`src/rtl/regbank_pkg.sv`:
```
// Shared constants for the parametrised register bank: function-select encodings and lane width.
package regbank_pkg;
  localparam int LANE_W = 8;

  localparam logic [2:0] FS_DEC    = 3'b000;
  localparam logic [2:0] FS_INC    = 3'b001;
  localparam logic [2:0] FS_LOAD   = 3'b010;
  localparam logic [2:0] FS_CLR    = 3'b011;
  localparam logic [2:0] FS_LDLO_Z = 3'b100;
  localparam logic [2:0] FS_LDLANE = 3'b101;
  localparam logic [2:0] FS_SHIN   = 3'b110;
  localparam logic [2:0] FS_LDLO_S = 3'b111;
endpackage

```
`src/rtl/param_register_bank_reg_cell.sv`:
```
// One bank register with its sticky overflow flag; implements the complete FunSel operation table.
module reg_cell
  import regbank_pkg::*;
#(
  parameter int               WIDTH     = 16,
  parameter int               BSEL_W    = 1,
  parameter logic [WIDTH-1:0] RESET_VAL = '0
) (
  input  logic              Clock,
  input  logic              Reset,
  input  logic              En,
  input  logic [WIDTH-1:0]  I,
  input  logic [2:0]        FunSel,
  input  logic [BSEL_W-1:0] ByteSel,
  input  logic              SatMode,
  output logic [WIDTH-1:0]  R,
  output logic              Ovf
);
  localparam int               NLANES = WIDTH / LANE_W;
  localparam logic [WIDTH-1:0] ONE    = {{(WIDTH-1){1'b0}}, 1'b1};

  logic [WIDTH-1:0] r_q, r_nxt;
  logic             ovf_q, ovf_nxt;

  always_comb begin
    r_nxt   = r_q;
    ovf_nxt = ovf_q;
    unique case (FunSel)
      FS_DEC: begin
        if (r_q == '0) begin
          r_nxt   = SatMode ? '0 : '1;
          ovf_nxt = 1'b1;
        end else begin
          r_nxt = r_q - ONE;
        end
      end
      FS_INC: begin
        if (r_q == '1) begin
          r_nxt   = SatMode ? '1 : '0;
          ovf_nxt = 1'b1;
        end else begin
          r_nxt = r_q + ONE;
        end
      end
      FS_LOAD: begin
        r_nxt   = I;
        ovf_nxt = 1'b0;
      end
      FS_CLR: begin
        r_nxt   = '0;
        ovf_nxt = 1'b0;
      end
      FS_LDLO_Z: begin
        r_nxt   = {{(WIDTH-LANE_W){1'b0}}, I[LANE_W-1:0]};
        ovf_nxt = 1'b0;
      end
      FS_LDLANE: begin
        // Lane indices past the last lane match nothing, so the register holds.
        for (int k = 0; k < NLANES; k++) begin
          if (ByteSel == BSEL_W'(k)) r_nxt[k*LANE_W +: LANE_W] = I[LANE_W-1:0];
        end
      end
      FS_SHIN: r_nxt = {r_q[WIDTH-LANE_W-1:0], I[LANE_W-1:0]};
      default: begin
        r_nxt   = {{(WIDTH-LANE_W){I[LANE_W-1]}}, I[LANE_W-1:0]};
        ovf_nxt = 1'b0;
      end
    endcase
  end

  always_ff @(posedge Clock) begin
    if (Reset) begin
      r_q   <= RESET_VAL;
      ovf_q <= 1'b0;
    end else if (En) begin
      r_q   <= r_nxt;
      ovf_q <= ovf_nxt;
    end
  end

  assign R   = r_q;
  assign Ovf = ovf_q;
endmodule

```
`src/rtl/param_register_bank.sv`:
```
// Bank of NUM_REGS registers sharing one write bus and function select, with two combinational read ports.
module param_register_bank
  import regbank_pkg::*;
#(
  parameter int               WIDTH     = 16,
  parameter int               NUM_REGS  = 4,
  parameter logic [WIDTH-1:0] RESET_VAL = '0,
  localparam int BSEL_W = (WIDTH / LANE_W > 1) ? $clog2(WIDTH / LANE_W) : 1,
  localparam int SEL_W  = (NUM_REGS > 1) ? $clog2(NUM_REGS) : 1
) (
  input  logic                Clock,
  input  logic                Reset,
  input  logic [WIDTH-1:0]    I,
  input  logic [NUM_REGS-1:0] RegSel,
  input  logic [2:0]          FunSel,
  input  logic [BSEL_W-1:0]   ByteSel,
  input  logic                SatMode,
  input  logic [SEL_W-1:0]    OutASel,
  input  logic [SEL_W-1:0]    OutBSel,
  output logic [WIDTH-1:0]    OutA,
  output logic [WIDTH-1:0]    OutB,
  output logic [NUM_REGS-1:0] OvfFlags
);
  logic [WIDTH-1:0] regs [NUM_REGS];

  for (genvar g = 0; g < NUM_REGS; g++) begin : g_cell
    reg_cell #(
      .WIDTH    (WIDTH),
      .BSEL_W   (BSEL_W),
      .RESET_VAL(RESET_VAL)
    ) u_cell (
      .Clock  (Clock),
      .Reset  (Reset),
      .En     (RegSel[g]),
      .I      (I),
      .FunSel (FunSel),
      .ByteSel(ByteSel),
      .SatMode(SatMode),
      .R      (regs[g]),
      .Ovf    (OvfFlags[g])
    );
  end

  // Unmatched select codes (index >= NUM_REGS) fall through to zero.
  always_comb begin
    OutA = '0;
    OutB = '0;
    for (int k = 0; k < NUM_REGS; k++) begin
      if (OutASel == SEL_W'(k)) OutA = regs[k];
      if (OutBSel == SEL_W'(k)) OutB = regs[k];
    end
  end
endmodule

```
`config.mk`:
```
export PLATFORM = sky130hd
export DESIGN_NAME = param_register_bank
export DESIGN_NICKNAME = d
export VERILOG_FILES = /design/src/rtl/regbank_pkg.sv /design/src/rtl/param_register_bank_reg_cell.sv /design/src/rtl/param_register_bank.sv
export SDC_FILE = /design/constraint.sdc
export NUM_CORES = 1
export LEC_CHECK = 0
export BUFFER_PORTS_ARGS = -buffer_cell sky130_fd_sc_hd__buf_2
export CAP_MARGIN = 15
export CELL_PAD_IN_SITES_DETAIL_PLACEMENT = 1
export CELL_PAD_IN_SITES_GLOBAL_PLACEMENT = 2
export CORE_MARGIN = 10
export CORE_UTILIZATION = 30
export DETAILED_ROUTE_END_ITERATION = 10
export PLACE_DENSITY_LB_ADDON = 0.1
export SLEW_MARGIN = 30
export SYNTH_ARGS = -nofsm -noshare
export SYNTH_HDL_FRONTEND = slang
export SYNTH_HIERARCHICAL = 1
export SYNTH_SLANG_ARGS = --single-unit
export TNS_END_PERCENT = 5
```
`constraint.sdc`:
```
create_clock -name Clock -period 3 [get_ports Clock]
set_input_delay 0.15 -clock Clock [delete_from_list [all_inputs] [get_ports Clock]]
set_output_delay 0.15 -clock Clock [all_outputs]
set_load 0.1 [all_outputs]
```
# [Yosys cells after proc, flatten, opt, wreduce, memory -nomap -nowiden]
# Cells that the tools add are included.
[totals] reg_bits=68 latch_bits=0 ramBits=0 rom_bits=0 inputBits=31 output_inout_bits=36 wordCells=103 mem_count=0
[classes] n_addsub=8 multipliers=0 n_div=0 magnitude_cmp=0 n_eq_ne=26 shifts=0 n_mux=36 bitwise_logic=1 reduce_logical=20
[ops] op="$pmux 16 s7" n=4
[ops] op="$mux 16" n=18
[ops] op="$add 16x1->16 const B" n=4
[ops] op="$eq 16x16->1 const B" n=4
[ops] op="$logic_not 16->1" n=4
[ops] op="$sub 16x1->16 const B" n=4
[ops] op="$mux 8" n=2
[ops] op="$ne 2x1->1 const B" n=8
[ops] op="$reduce_and 2->1" n=8
[ops] op="$reduce_and 4->1" n=4
[ops] op="$pmux 1 s3" n=4
[ops] op="$eq 3x3->1 const B" n=3
[ops] op="$eq 2x2->1 const B" n=4
[ops] op="$mux 1" n=8
[ops] op="$eq 3x2->1 const B" n=2
[ops] op="$eq 2x1->1 const B" n=2
[ops] op="$logic_not 2->1" n=2
[ops] op="$ne 2x2->1 const B" n=2
[ops] op="$eq 3x1->1 const B" n=1
[ops] op="$logic_not 3->1" n=1
[ops] op="$reduce_or 2->1" n=1
[ops] op="$not 1->1" n=1

# [Logic depth before layout (Yosys ltp)]
# Gate-level depths: netlist (run 1).
[depth] ltp_word=5 mapped_depth=9 ltp_nobuf=7

# [Cells and area by module]
# The synthesis (run 1) kept the hierarchy.
[modules_own_cells] mod="reg_cell" instances=4 cells_each=252 area_each_um2=1895.6 seq_area_each_um2=340.3
[modules_own_cells] mod="param_register_bank" instances=1 cells_each=40 area_each_um2=848.3 seq_area_each_um2=0.0

# [Worst setup path after synthesis (run 1)]
# OpenSTA, ideal clock, no wires.
[synth_timing] path_type="register to register" start="reg g_cell[0].u_cell.r_q[6]" end="reg g_cell[0].u_cell.r_q[9]" setup_time_ns=0.134 arrival_time_ns=2.022 t_required_ns=2.866 path_slack_ns=0.844 stages_incl_launch_ff=8 n_path_buf=2 synth_period_minus_slack_ns=2.156 path_cell_list="dfxtp_1 buf_6 or4_4 nor4b_4 a31oi_1 buf_2 a31oi_1 a211oi_1"
[synth_via] elab_chain_cells=3 elab_cells_between_ends=7 cone_classes="add/sub (2); eq/ne (1); mux (3); reduce/logical (1)"
[synth_lines] item="start, declared" line="param_register_bank_reg_cell.sv:22" source="logic [WIDTH-1:0] r_q, r_nxt;"
[synth_lines] item="start signal, assigned" line="param_register_bank_reg_cell.sv:76" source="r_q <= r_nxt;"
[synth_lines] item="$add 16x1->16 (tied with other cells)" line="param_register_bank_reg_cell.sv:42" source="r_nxt = r_q + ONE;"
[synth_lines] item="$mux 16 (on tied branches)" line="param_register_bank_reg_cell.sv:38, param_register_bank_reg_cell.sv:30"
[synth_lines] item="$pmux 16 s7 *" line="param_register_bank_reg_cell.sv:28" source="unique case (FunSel)"
# Mark *: on every way between the ends. The rest lies on a longest branch, timed or not.
# A chain may end at the register's enable or synchronous reset.

# [Worst setup path after layout (run 1)]
[layout_timing] start="reg g_cell[1].u_cell.r_q[1]" end="reg g_cell[1].u_cell.r_q[13]"
[layout_via] elab_chain_cells=3 elab_cells_between_ends=7 cone_classes="add/sub (2); eq/ne (1); mux (3); reduce/logical (1)"
[layout_lines] item="start, declared" line="param_register_bank_reg_cell.sv:22"
[layout_lines] item="start signal, assigned" line="param_register_bank_reg_cell.sv:76"
[layout_lines] item="$add 16x1->16 (tied with other cells)" line="param_register_bank_reg_cell.sv:42"
[layout_lines] item="$mux 16 (on tied branches)" line="param_register_bank_reg_cell.sv:38, param_register_bank_reg_cell.sv:30"
[layout_lines] item="$pmux 16 s7 *" line="param_register_bank_reg_cell.sv:28"
# Marked as above.

==> results of run 1 <==
-- cell families after synthesis --
kind of cell | count (synthesis)
muxes | 72
adders and majority gates | 12
and+or+nand+nor | 352
xor gates and xnor gates | 64
AOI/OAI and AO/OA | 356
buffers and inverters | 124
DFF | 68
-- path summary, 6_finish.rpt --
path,endpoint
min reg2reg,g_cell[1].u_cell/R[0]
min,g_cell[1].u_cell/Ovf
max reg2reg,g_cell[1].u_cell/R[13]
max,g_cell[1].u_cell/R[13]
-- area by class of cell --
type / instances / area (µm²) / share of cell area
clock buffer: 16 / 302 / 0.0304
inverter: 28 / 105 / 0.0106
multi-input combinational: 856 / 6460 / 0.651
sequential: 68 / 1360 / 0.137
tap: 378 / 473 / 0.0476
timing repair buffer: 182 / 1230 / 0.124
-- routing by layer --
layer  share of wire  wire [µm]  up-vias
li1                -          -     4309
met1            0.47      19400     4756
met2            0.44      18300      306
met3           0.055       2280       53
met4           0.031       1270        0
met5               0          0        -
-- synth_stat cells (16+ instances only) --
| library cell | n | share of area |
|---|---|---|
| sky130_fd_sc_hd__xnor2_1 | 40 | 0.042 |
| sky130_fd_sc_hd__nand4_1 | 32 | 0.024 |
| sky130_fd_sc_hd__a21oi_1 | 32 | 0.019 |
| sky130_fd_sc_hd__dfxtp_1 | 68 | 0.16 |
| sky130_fd_sc_hd__nand2_1 | 44 | 0.020 |
| sky130_fd_sc_hd__o21ai_1 | 16 | 0.0095 |
| sky130_fd_sc_hd__mux2_2 | 40 | 0.053 |
| sky130_fd_sc_hd__a211oi_1 | 16 | 0.014 |
| sky130_fd_sc_hd__mux4_2 | 20 | 0.053 |
| sky130_fd_sc_hd__nor2_1 | 76 | 0.034 |
| sky130_fd_sc_hd__a31oi_1 | 32 | 0.024 |
| sky130_fd_sc_hd__xor2_1 | 24 | 0.025 |
| sky130_fd_sc_hd__o21bai_1 | 16 | 0.014 |
| sky130_fd_sc_hd__nand3_1 | 40 | 0.024 |
| sky130_fd_sc_hd__o21ai_0 | 68 | 0.040 |
| sky130_fd_sc_hd__a311oi_1 | 32 | 0.033 |
| sky130_fd_sc_hd__a221oi_1 | 24 | 0.025 |
| sky130_fd_sc_hd__clkbuf_1 | 44 | 0.020 |
| sky130_fd_sc_hd__inv_1 | 28 | 0.012 |
| sky130_fd_sc_hd__buf_2 | 28 | 0.017 |
| sky130_fd_sc_hd__or3_1 | 16 | 0.012 |
| sky130_fd_sc_hd__o211ai_1 | 16 | 0.014 |
| sky130_fd_sc_hd__nor2b_1 | 20 | 0.015 |
| sky130_fd_sc_hd__nor4_1 | 36 | 0.027 |
-- stage by stage --
step	area [µm²]	setup WS, ns	total power (µW)
5_1_grt	9930	0.104	4390
3_3_place_gp	9630	0.387	3050
2_1_floorplan	8430	0.844	2430
4_1_cts	9930	0.394	4200
3_5_place_dp	9630	0.392	3050
6_report	9930	0.356	4200
-- power groups by stage --
stage | Sequential, µW | Combinational (µW) | Clock, µW
floorplan | 1090 | 1350 | 0
global placement | 1140 | 1910 | 0
detailed placement | 1140 | 1910 | 0
CTS | 1120 | 1920 | 1160
global route | 1140 | 2050 | 1200
finish | 1120 | 1940 | 1130
-- sequential cells by signal (all words and copies together) (netlist names) --
register,count
g_cell.u_cell/Ovf,4
g_cell.u_cell/R,64
-- layout by cell type, fill, tap and decap left out, types with 28 or more instances in the layout --
master	netlist	final
sky130_fd_sc_hd__o21ai_0	68	68
sky130_fd_sc_hd__nand3_1	40	40
sky130_fd_sc_hd__a311oi_1	32	32
sky130_fd_sc_hd__nand4_1	32	32
sky130_fd_sc_hd__inv_1	28	28
sky130_fd_sc_hd__buf_2	28	66
sky130_fd_sc_hd__a31oi_1	32	32
sky130_fd_sc_hd__a21oi_1	32	32
sky130_fd_sc_hd__buf_4	0	114
sky130_fd_sc_hd__xnor2_1	40	40
sky130_fd_sc_hd__nor2_1	76	76
sky130_fd_sc_hd__nor4_1	36	36
sky130_fd_sc_hd__dfxtp_1	68	68
sky130_fd_sc_hd__nand2_1	44	44
sky130_fd_sc_hd__mux2_2	40	40
-- worst register-to-register path: cells and delay by family, from the launching register on --
family,cells,cell delay (ns)
simple gates,2,0.82
compound gates,3,0.82
flops,1,0.58
fa+ha+maj,1,0.31
==> results.md, run 1 <==
CTS:
- The clock slew seen by the registers of the worst setup and hold paths is 0.06 ns.
- The clock network latency to the later pin of the worst-skew pair is 0.35 ns.
- Counting along the longest clock path gives a buffer depth of 2.
- The number of buffers added to fix hold violations after cts is 0.
- TritonCTS built the clock tree.
- The total setup buffers inserted after CTS is 0.
- Once the clock tree was built, the resizer swapped 0 gates to a different size.
- The number of clock sinks is 68.
- The TritonCTS buffer count is 9.
- Clock tree synthesis selected as its root buffer the cell sky130_fd_sc_hd__clkbuf_16.
- The number of levels in the clock H-tree is 3.

Critical path:
- STA classifies the critical path endpoint as a flip-flop.
- The source of the critical timing path is g_cell[1].u_cell/R[1].
- The maximum fanout count along the critical path is 15.
- The cell with the largest stage delay on the worst path is sky130_fd_sc_hd__or4_1.
- The sum of buffers and inverters on the critical path is 0.
- The number of gates on the worst path with buffers counted is 6.
- The startpoint type of the worst setup path is a flip-flop.
- At the worst endpoint, the required time is 3.23 ns.
- The start of the worst register-to-register path is g_cell[1].u_cell/R[1].
- The critical path class is reg -> reg.
- The number of cells on the worst reg-to-reg path is 6.
- At the worst endpoint, the arrival time is 2.87 ns.
- On the critical path the largest part of the delay comes from simple AND/OR/NAND/NOR gates.
- The internal reg-to-reg setup slack is 0.36 ns.
- The worst stage delay on the critical path is 0.64 ns.
- Walking the worst path, the cells encountered are ha_1 > nand4_1 > or4_1 > o21a_1 > a21oi_1 > a211oi_1.

Drt:
- The final wirelength is 41200 µm.
- The routed layout has 9424 vias.
- The detailed-router iteration count before antenna repair is 6.
- The routed length per instance is 27.0 µm.
- The average vias per placed instance is 6.17.
- For this run, design rule violations remaining after detail routing come to 0.
- The remaining antenna violation count after routing is 0.
- The detailed router finished its first iteration with 805 violations.

Synthesis:
- The net count after synthesis is 1091.
- The prevailing post-synth register cell is sky130_fd_sc_hd__dfxtp_1.
- For this run, the number of Yosys warnings is 6.
- The share of the synthesized area in compound gates (AO/OA/AOI/OAI) was 0.299.
- The adder-cell area share of the yosys netlist is 0.0178.
- In this run the cell area of the synthesized design comes to 0.00843 mm².
- The synthesis-stage register bit count is 68.
- The multiplexer share of the synthesized area is 0.144.
- The cell count after synthesis is 1048.
- In the synthesized netlist the async set-or-reset flop fraction comes to 0.
- Of the total synthesized cell area, the portion taken by AND, OR, NAND and NOR gates is 0.239.
- By area, the combinational part of the netlist is dominated by compound AO/OA/AOI/OAI gates.
- The synthesized design contains 0 enable-type register cells.
- Of the total synthesized cell area, the portion taken by XOR and XNOR cells is 0.0665.
- The distinct cell type count of the synthesized netlist is 58.
- Of the synthesized area, sequential elements account for 0.161.
- A synthesized cell averages 8.04 µm².

STA:
- Setup violations remaining at the end of the flow were counted as 0.
- The final number of hold-violating endpoints is 0.
- The remaining max-slew budget at the tightest pin is 0.422.
- The clock skew is 0.00622 ns.
- The tightest hold path in the finished design has a slack of 0.0551 ns.
- Setup repair after global routing left no endpoint under its margin.
- Based on the critical path, the design can be clocked at up to 378 MHz.
- The post-route minimum period is 2.64 ns.
- The actual transition at the worst max-transition pin is 0.862 ns.
- The total count of max-transition violations in the final report is 0.
- The share of the clock period used by the worst path after layout is 0.881.
- After routing, the total negative slack on setup checks comes to 0 ns.

Global route:
- The initial antenna violation count came to 2.
- The number of global-route vias before repair is 9295.
- The combined global-route utilization of all metal layers is 0.227.
- The first global-routing pass estimated 62100 µm of wire.
- Summed over all layers, the global routing overflow is 0.
- In the global route stage, met3 resource usage came out at 0.0369.
- The busiest metal layer after global routing is met2.
- The pin count of the biggest net entering global routing is 27.
- The met2 routing resource usage after global routing is 0.355.
- The global-route met1 utilization is 0.309.

Pwr:
- The static leakage is 0.00368 µW.
- The part of the total power dissipated in combinational logic is 0.462.
- Cell internal power was estimated by the tool at 2310 µW.
- The reported net switching power is 1880 µW.
- Of the total power, registers draw 0.268.
- Of the total power, the share spent switching nets is 0.449.
- The power density over the cells is 423 mW/mm².
- The portion of total power attributed to the clock network is 0.271.
- The largest vdd supply drop is 0.309 mV.

Outcome:
- The flow ran to the end, and the final reports show no timing, DRC or antenna violations.

Floorplan:
- For this design the top-level I/O count stands at 67.
- The floorplan step set the die width to 188 µm.
- From bottom edge to top edge, the die measures 188 µm.
- The die area is 0.0352 mm².
- In this run the standard cell core region covers 0.0278 mm².
- The initial standard-cell utilization of the core is 0.303.
- Row generation in the floorplan step produced 61 rows.

Finish:
- Once layout is complete, the utilization of the core stands at 0.357.
- From synthesis to final layout, the design area changed by 17.8%.
- For this run, the number of standard cells in the final layout without fillers is 1528.
- The count of fill cells added during filler insertion is 3395.
- The antenna cell count is 0.
- The layout cell share with drive strength beyond 1 is 0.257.
- The net count of the finished layout is 1188.

Hold path:
- The path class of the tightest hold or removal check is in -> reg.
- The worst hold path begins at RegSel[1].
- Along the worst hold path, the cell count comes to 2.

Placement:
- At the end of routability-driven placement, the weighted congestion stood at 0.886.
- Summed over all nets, the half-perimeter wirelength after detailed placement is 31000 µm.
- The number of placed cells counting well taps is 1512.
- The number of buffers inserted by port buffering is 66.

Run:
- Across the run, the number of max-cap violations was 0.
No activity file was read; power rests on OpenSTA's default activity.
==> run 2: changes to the inputs <==
--- a/config.mk
+++ b/config.mk
@@ -9,8 +9,9 @@
 export CAP_MARGIN = 15
 export CELL_PAD_IN_SITES_DETAIL_PLACEMENT = 1
 export CELL_PAD_IN_SITES_GLOBAL_PLACEMENT = 2
+export CORE_ASPECT_RATIO = 1.1
 export CORE_MARGIN = 10
-export CORE_UTILIZATION = 30
+export CORE_UTILIZATION = 37
 export DETAILED_ROUTE_END_ITERATION = 10
 export PLACE_DENSITY_LB_ADDON = 0.1
 export SLEW_MARGIN = 30
==> run 2 against run 1 <==
Against the previous run:
- clock skew rose by 0.0036 ns
- power up 3.6%
- cell count down 6.2%
- combinational power about the same
- die area decreased by 17%
- count of clock-buffer cells in the layout shrank 4
- worst setup slack got worse by 0.092 ns
==> results.md, run 2 (same netlist as run 1, synthesis figures left out) <==
Floorplan:
- The die covers 0.0292 mm².
- The boundary pin count is 67.
- The die is 164 µm wide.
- The y dimension of the die is 178 µm.
- For this configuration, the core starts out at a cell density of 0.379.
- The initialized floorplan defines 57 standard-cell rows.
- The core region is 0.0223 mm².

Critical path:
- The worst setup path is captured at a flip-flop.
- For this run, the slowest stage of the critical path takes 0.65 ns.
- Together, buffers and inverters on the worst path number 0.
- The maximum fanout count along the critical path is 15.
- The setup path with the least slack is of type reg -> reg.
- The worst setup path is launched from a flip-flop.
- The critical path goes through ha_1 > nand4_1 > or4_1 > o21a_1 > a21oi_1 > a211oi_1.
- The number of cells on the worst reg-to-reg path is 6.
- Data on the critical path is required at its endpoint by 3.21 ns.
- The kind of cell with the highest combined delay on the critical path is simple AND/OR/NAND/NOR gates.
- On the critical path, the stage with the largest delay is an instance of sky130_fd_sc_hd__or4_1.
- The number of gates on the worst path with buffers counted is 6.
- Data on the critical path arrives at its endpoint at 2.94 ns.

Pwr:
- In this run the power density over the cells is 446 mW/mm².
- IR analysis of the VDD net gives a maximum drop of 0.261 mV.
- The static leakage is 0.00363 µW.

Placement:
- Prior to clock tree synthesis, the placed netlist has a worst setup slack of 0.301 ns.
- The half-perimeter wire length after detailed placement is 29300 µm.
- Input and output buffers added on the ports amount to 66.
- Routability-driven placement finished with a final weighted congestion of 0.918.
- Counting tap cells, the placed design contains a total of 1417 instances.

Finish:
- The final cell count without fillers is 1434.
- The most common cell after layout, fill and taps aside is sky130_fd_sc_hd__buf_4.
- The net count of the finished layout is 1176.
- The layout cell share with drive strength beyond 1 is 0.249.
- The layout overhead on the synthesized area is 15.6%.
- The number of flip-flops in the largest register is 64.
- In the layout the commonest cells are 104 x sky130_fd_sc_hd__buf_4, 76 x sky130_fd_sc_hd__nor2_1, 68 x sky130_fd_sc_hd__dfxtp_1, 68 x sky130_fd_sc_hd__o21ai_0, 66 x sky130_fd_sc_hd__buf_2.

STA:
- The total count of max-transition violations in the final report is 0.
- Across the routed clock network, the largest skew measured is 0.00985 ns.
- The share of the clock period used by the worst path after layout is 0.912.
- For the final routed database, the setup TNS stands at 0 ns.
- Subtracting the final worst setup slack from the clock period gives 2.74 ns.
- The setup violation total in the final timing report is 0.
- The final number of hold-violating endpoints was 0.
- At the pin with the least slew margin, the transition time is 0.859 ns.
- Once routing completed, OpenROAD measured the worst setup slack at 0.263 ns.
- For this run, the top clock speed supported by timing is 365 MHz.
- Setup repair after global routing left no endpoint under its margin.
- The hold slack is 0.0465 ns.
- The remaining max-slew budget at the tightest pin is 0.426.

Drt:
- In the routed layout, each cell is associated on average with a via count of 6.71.
- The detailed router finished its first iteration with 857 violations.
- Before antenna repair, the detailed router went through 5 iterations.
- In this run the remaining antenna-violating nets after routing total 0.
- The via count of the routed design is 9618.
- After detailed routing, the number of remaining DRC violations is 0.
- The routed length per instance is 27.5 µm.
- The final wirelength is 39500 µm.

CTS:
- The number of levels in the clock H-tree is 3.
- The TritonCTS clock tree is done.
- The number of buffers added to fix hold violations after cts is 0.
- The clock drives 68 sinks.
- The root buffer cell is sky130_fd_sc_hd__clkbuf_16.
- No sink is reached through more buffers than the 2 on the longest clock path.
- The number of gates resized after cts is 0.
- The total setup buffers inserted after CTS is 0.
- Counting the buffers created by CTS gives 9.
- For the worst-skew pair, the clock arrives at the later sink with an insertion delay of 0.36 ns.
- The clock slew seen by the registers of the worst setup and hold paths is 0.07 ns.

Hold path:
- The classification of the worst-slack hold path is in -> reg.
- The worst hold path passes through 2 cells.

Global route:
- The total overflow left after global routing is 0.
- The first global-routing pass estimated 59900 µm of wire.
- In the global route stage, overall resource usage came out at 0.267.
- The pin count of the biggest net entering global routing is 37.
- The initial antenna violation count is 2.
- The number of global-route vias before repair is 9453.

Run:
- The max-cap check violation count is 0.

Outcome:
- The run finished with clean final reports.
==> run 2: changes by cell type in the layout (fill, tap and decap cells not counted), sizes merged <==
cell / change
buf: -12
bufinv: +3
clkbuf: -4
clkinvlp: +1
diode: +1
==> run 2: power breakdown <==
group	switching [µW]	total, µW	internal (µW)	leakage [µW]
registers	133	1110	978	0.000563
clock network	490	1310	815	0.000157
logic	1280	1930	648	0.00291
==> run 2: metal layers <==
metal  wire length, µm  GRT usage  part of all wire  vias to the layer above
li1                  -          -                 -                     4284
met1             17200      0.352              0.43                     4843
met2             17900      0.419              0.45                      413
met3              2990     0.0440             0.076                       78
met4              1440      0.118             0.036                        0
met5                 0          0                 0                        -
==> run 2: final timing paths <==
check	startpoint	end	slack, ns
min	RegSel[1]	g_cell[1].u_cell/Ovf	0.05
max	g_cell[3].u_cell/R[0]	g_cell[3].u_cell/R[13]	0.26
min reg2reg	g_cell[1].u_cell/Ovf	g_cell[1].u_cell/Ovf	0.55
max reg2reg	g_cell[3].u_cell/R[0]	g_cell[3].u_cell/R[13]	0.26
==> run 2: layout make-up <==
| cell class | instances | area (µm²) |
|---|---|---|
| diodes | 1 | 2.50 |
| clock buffers | 12 | 236 |
| clock inverters | 4 | 97.6 |
| fillers | 2758 | 12500 |
| inverters | 28 | 105 |
| multi-input cells | 856 | 6460 |
| flip-flops and latches | 68 | 1360 |
| well taps | 295 | 369 |
| repair buffers | 170 | 1110 |
==> run 2: per-stage QoR <==
stage / utilization / cell area (µm²) / total power (µW)
global route: 0.438 / 9740 / 4520
CTS: 0.438 / 9740 / 4330
finish: 0.438 / 9740 / 4350
global placement: 0.423 / 9410 / 3010
floorplan: - / 8430 / 2430
detailed placement: 0.423 / 9410 / 3020
==> run 3: changes to the inputs <==
--- a/config.mk
+++ b/config.mk
@@ -10,10 +10,10 @@
 export CELL_PAD_IN_SITES_DETAIL_PLACEMENT = 1
 export CELL_PAD_IN_SITES_GLOBAL_PLACEMENT = 2
 export CORE_ASPECT_RATIO = 1.1
-export CORE_MARGIN = 10
 export CORE_UTILIZATION = 37
 export DETAILED_ROUTE_END_ITERATION = 10
 export PLACE_DENSITY_LB_ADDON = 0.1
+export REMOVE_ABC_BUFFERS = 1
 export SLEW_MARGIN = 30
 export SYNTH_ARGS = -nofsm -noshare
 export SYNTH_HDL_FRONTEND = slang
==> run 3 against run 2 <==
Against the previous run:
- die area is 20% lower
- worst setup slack better by 0.030 ns
- count of clock-buffer cells in the layout up 1
- via count down 1.6%
- maximum frequency increased by 1.1%
- power fell by 6.0%
- cell area down 1.3%
- core utilization decreased by 0.57 points
- sequential share of layout area up 0.19 points
- clock skew is 0.0024 ns lower
- combinational power is 4% lower
- largest cell class unchanged
- largest power group unchanged
==> results.md, run 3 (same netlist as run 1, synthesis figures left out) <==
Outcome:
- The flow ran to the end, and the final reports show no timing, DRC or antenna violations.

Critical path:
- The worst register-to-register path begins at g_cell[0].u_cell/R[1].
- Following the worst setup path forward leads to its endpoint at g_cell[0].u_cell/R[13].
- The cell with the largest stage delay on the worst path is sky130_fd_sc_hd__or4_1.
- The maximum fanout count along the critical path is 15.
- The depth of the worst register-to-register path is 6.
- The startpoint type of the worst setup path is a flip-flop.
- For the worst setup path, the data arrival time is 2.91 ns.
- In this run the worst setup path begins at g_cell[0].u_cell/R[1].
- The worst register-to-register path has a setup slack of 0.29 ns.
- STA classifies the critical path endpoint as a flip-flop.
- The critical path in this run is classified as reg -> reg.
- Walking the worst path, the cells encountered are ha_1 > nand4_1 > or4_1 > o21a_1 > a21oi_1 > a211oi_1.
- The end of the worst register-to-register path is g_cell[0].u_cell/R[13].
- The worst stage delay on the critical path is 0.65 ns.
- The worst endpoint required time is 3.20 ns.

STA:
- The clock skew is 0.00742 ns.
- The final number of hold-violating endpoints is 0.
- The highest achievable clock rate is 369 MHz.
- Setup repair after global routing left no endpoint under its margin.
- The total count of max-transition violations in the final report is 0.
- For the finished layout, the period the worst path requires is 2.71 ns.
- In the finished design, the share of the clock period the worst path needs comes to 0.902.
- The final-layout setup total negative slack is 0 ns.
- For the pin with the worst max-slew slack, the measured transition is 0.875 ns.
- In this run the tightest slew margin relative to its limit is 0.412.
- The setup violation total in the final timing report is 0.

Drt:
- Dividing the detail-routed via count by the number of cells gives 6.65.
- The via count of the routed design is 9468.
- After detailed routing, the average wire length per cell comes to 26.9 µm.
- In the routed design, unresolved DRC markers number 0.
- In this run, the number of DRC markers left after iteration 0 of detailed routing was 806.
- The remaining antenna violation count after routing is 0.
- The detailed-router iteration count before antenna repair is 5.
- The final wirelength is 38400 µm.

Finish:
- After the last flow step, the layout net total stands at 1166.
- In the final layout, the share of cells above drive strength 1 is 0.243.
- The library cells used most frequently in the layout, excluding fill and tap cells, are 94 x sky130_fd_sc_hd__buf_4, 76 x sky130_fd_sc_hd__nor2_1, 68 x sky130_fd_sc_hd__dfxtp_1, 68 x sky130_fd_sc_hd__o21ai_0, 66 x sky130_fd_sc_hd__buf_2.
- The layout overhead on the synthesized area is 14.1%.
- The final cell count without fillers is 1424.
- The most common cell after layout, fill and taps aside is sky130_fd_sc_hd__buf_4.
- The number of flip-flops in the largest register is 64.

CTS:
- The clock passes through at most 2 buffers.
- After clock tree synthesis, the flow added hold-fix buffers numbering 0.
- Clock latency on the worst-skew pair, taken at its later pin, is 0.35 ns.
- The number of levels in the clock H-tree is 3.
- The root buffer cell chosen for the clock tree is sky130_fd_sc_hd__clkbuf_16.
- The clock slew seen by the registers of the worst setup and hold paths is 0.07 ns.
- Post-CTS timing repair inserted 0 buffers for setup.
- The TritonCTS buffer count is 9.
- Once the clock tree was built, the resizer swapped 0 gates to a different size.
- TritonCTS built the clock tree.
- The number of clock sinks is 68.

Floorplan:
- The y dimension of the die is 160 µm.
- From left edge to right edge, the die measures 146 µm.
- The number of placement rows is 57.
- The die covers 0.0234 mm².
- The initial utilization of the core area, before any placement, comes to 0.379.
- The area of the placeable core is 0.0223 mm².
- The boundary pin count is 67.

Global route:
- The number of global-route vias before repair was 9513.
- The first-pass GRT wire length is 59100 µm.
- The total global routing overflow is 0.
- The pin count of the biggest net entering global routing is 25.
- The combined global-route utilization of all metal layers is 0.331.
- The initial antenna violation count is 0.

Pwr:
- Power spread over the standard cell area amounts to 425 mW/mm².
- The share of total power consumed by net switching is 0.459.
- The cell-internal power is 2210 µW.
- Across the VDD grid, the largest voltage drop is 0.288 mV.
- The analysis attributes to net switching a power of 1880 µW.
- Of the total power, combinational logic draws 0.453.
- The share of total power dissipated in sequential elements is 0.282.
- The share of total power dissipated in the clock network is 0.265.
- The static leakage is 0.00355 µW.

Run:
- Max-cap violations in this run came to 0.

Placement:
- The number of placed cells counting well taps is 1407.
- The number of buffers inserted by port buffering is 66.
- The placer congestion estimate is 0.873.
- The half-perimeter wire length after detailed placement is 28500 µm.

Hold path:
- The hold path startpoint is RegSel[3].
- The worst hold path belongs to the class in -> reg.
## run 3: cell type report
| class | instances | area [µm²] |
|---|---|---|
| flip-flops and latches | 68 | 1360 |
| well taps | 295 | 369 |
| clock inverters | 3 | 21.3 |
| clock buffers | 13 | 260 |
| diodes | 1 | 2.50 |
| repair buffers | 160 | 1040 |
| multi-input cells | 856 | 6460 |
| inverters | 28 | 105 |
| fillers | 2732 | 12600 |
## run 3: worst min-delay path by stage
stage	to	slack, ns	depth (start not counted)
detailed placement	g_cell[3].u_cell/Ovf	0.42	2
finish	g_cell[3].u_cell/Ovf	0.05	2
global route	g_cell[3].u_cell/Ovf	0.05	2
CTS	g_cell[3].u_cell/Ovf	0.04	2
floorplan	g_cell[0].u_cell/R[0]	0.22	1
global placement	g_cell[1].u_cell/Ovf	0.41	2
## run 3: critical path: cells and delay by family (launching register included)
family / cells / cell delay, ns
DFF: 1 / 0.55
and+or+nand+nor: 2 / 0.94
adders and majority gates: 1 / 0.29
AOI/OAI and AO/OA: 3 / 0.75
## run 3: power groups by stage
stage               clock network (µW)  registers (µW)  logic, µW
floorplan                            0            1190       1150
global placement                     0            1160       1810
detailed placement                   0            1170       1820
CTS                               1100            1140       1830
global route                      1130            1160       1960
finish                            1080            1150       1850
## run 3: routing by layer
metal  track usage  up-vias  share of wire  wire length, µm
li1              -     4263              -                -
met1         0.429     4764           0.44            16900
met2         0.542      337           0.46            17800
met3        0.0432      104          0.051             1960
met4         0.158        0          0.045             1730
met5             0        -              0                0
## run 3: metrics by stage
step	total power, µW	area, µm²	setup WS (ns)	hold WS [ns]	util
final	4090	9620	0.293	0.0529	0.432
after global placement	2970	9330	0.482	0.413	0.419
after CTS	4070	9610	0.331	0.0436	0.432
after global routing	4250	9610	0.112	0.0519	0.432
after floorplan	2340	7930	0.731	0.222	-
after detailed placement	2990	9330	0.352	0.416	0.419
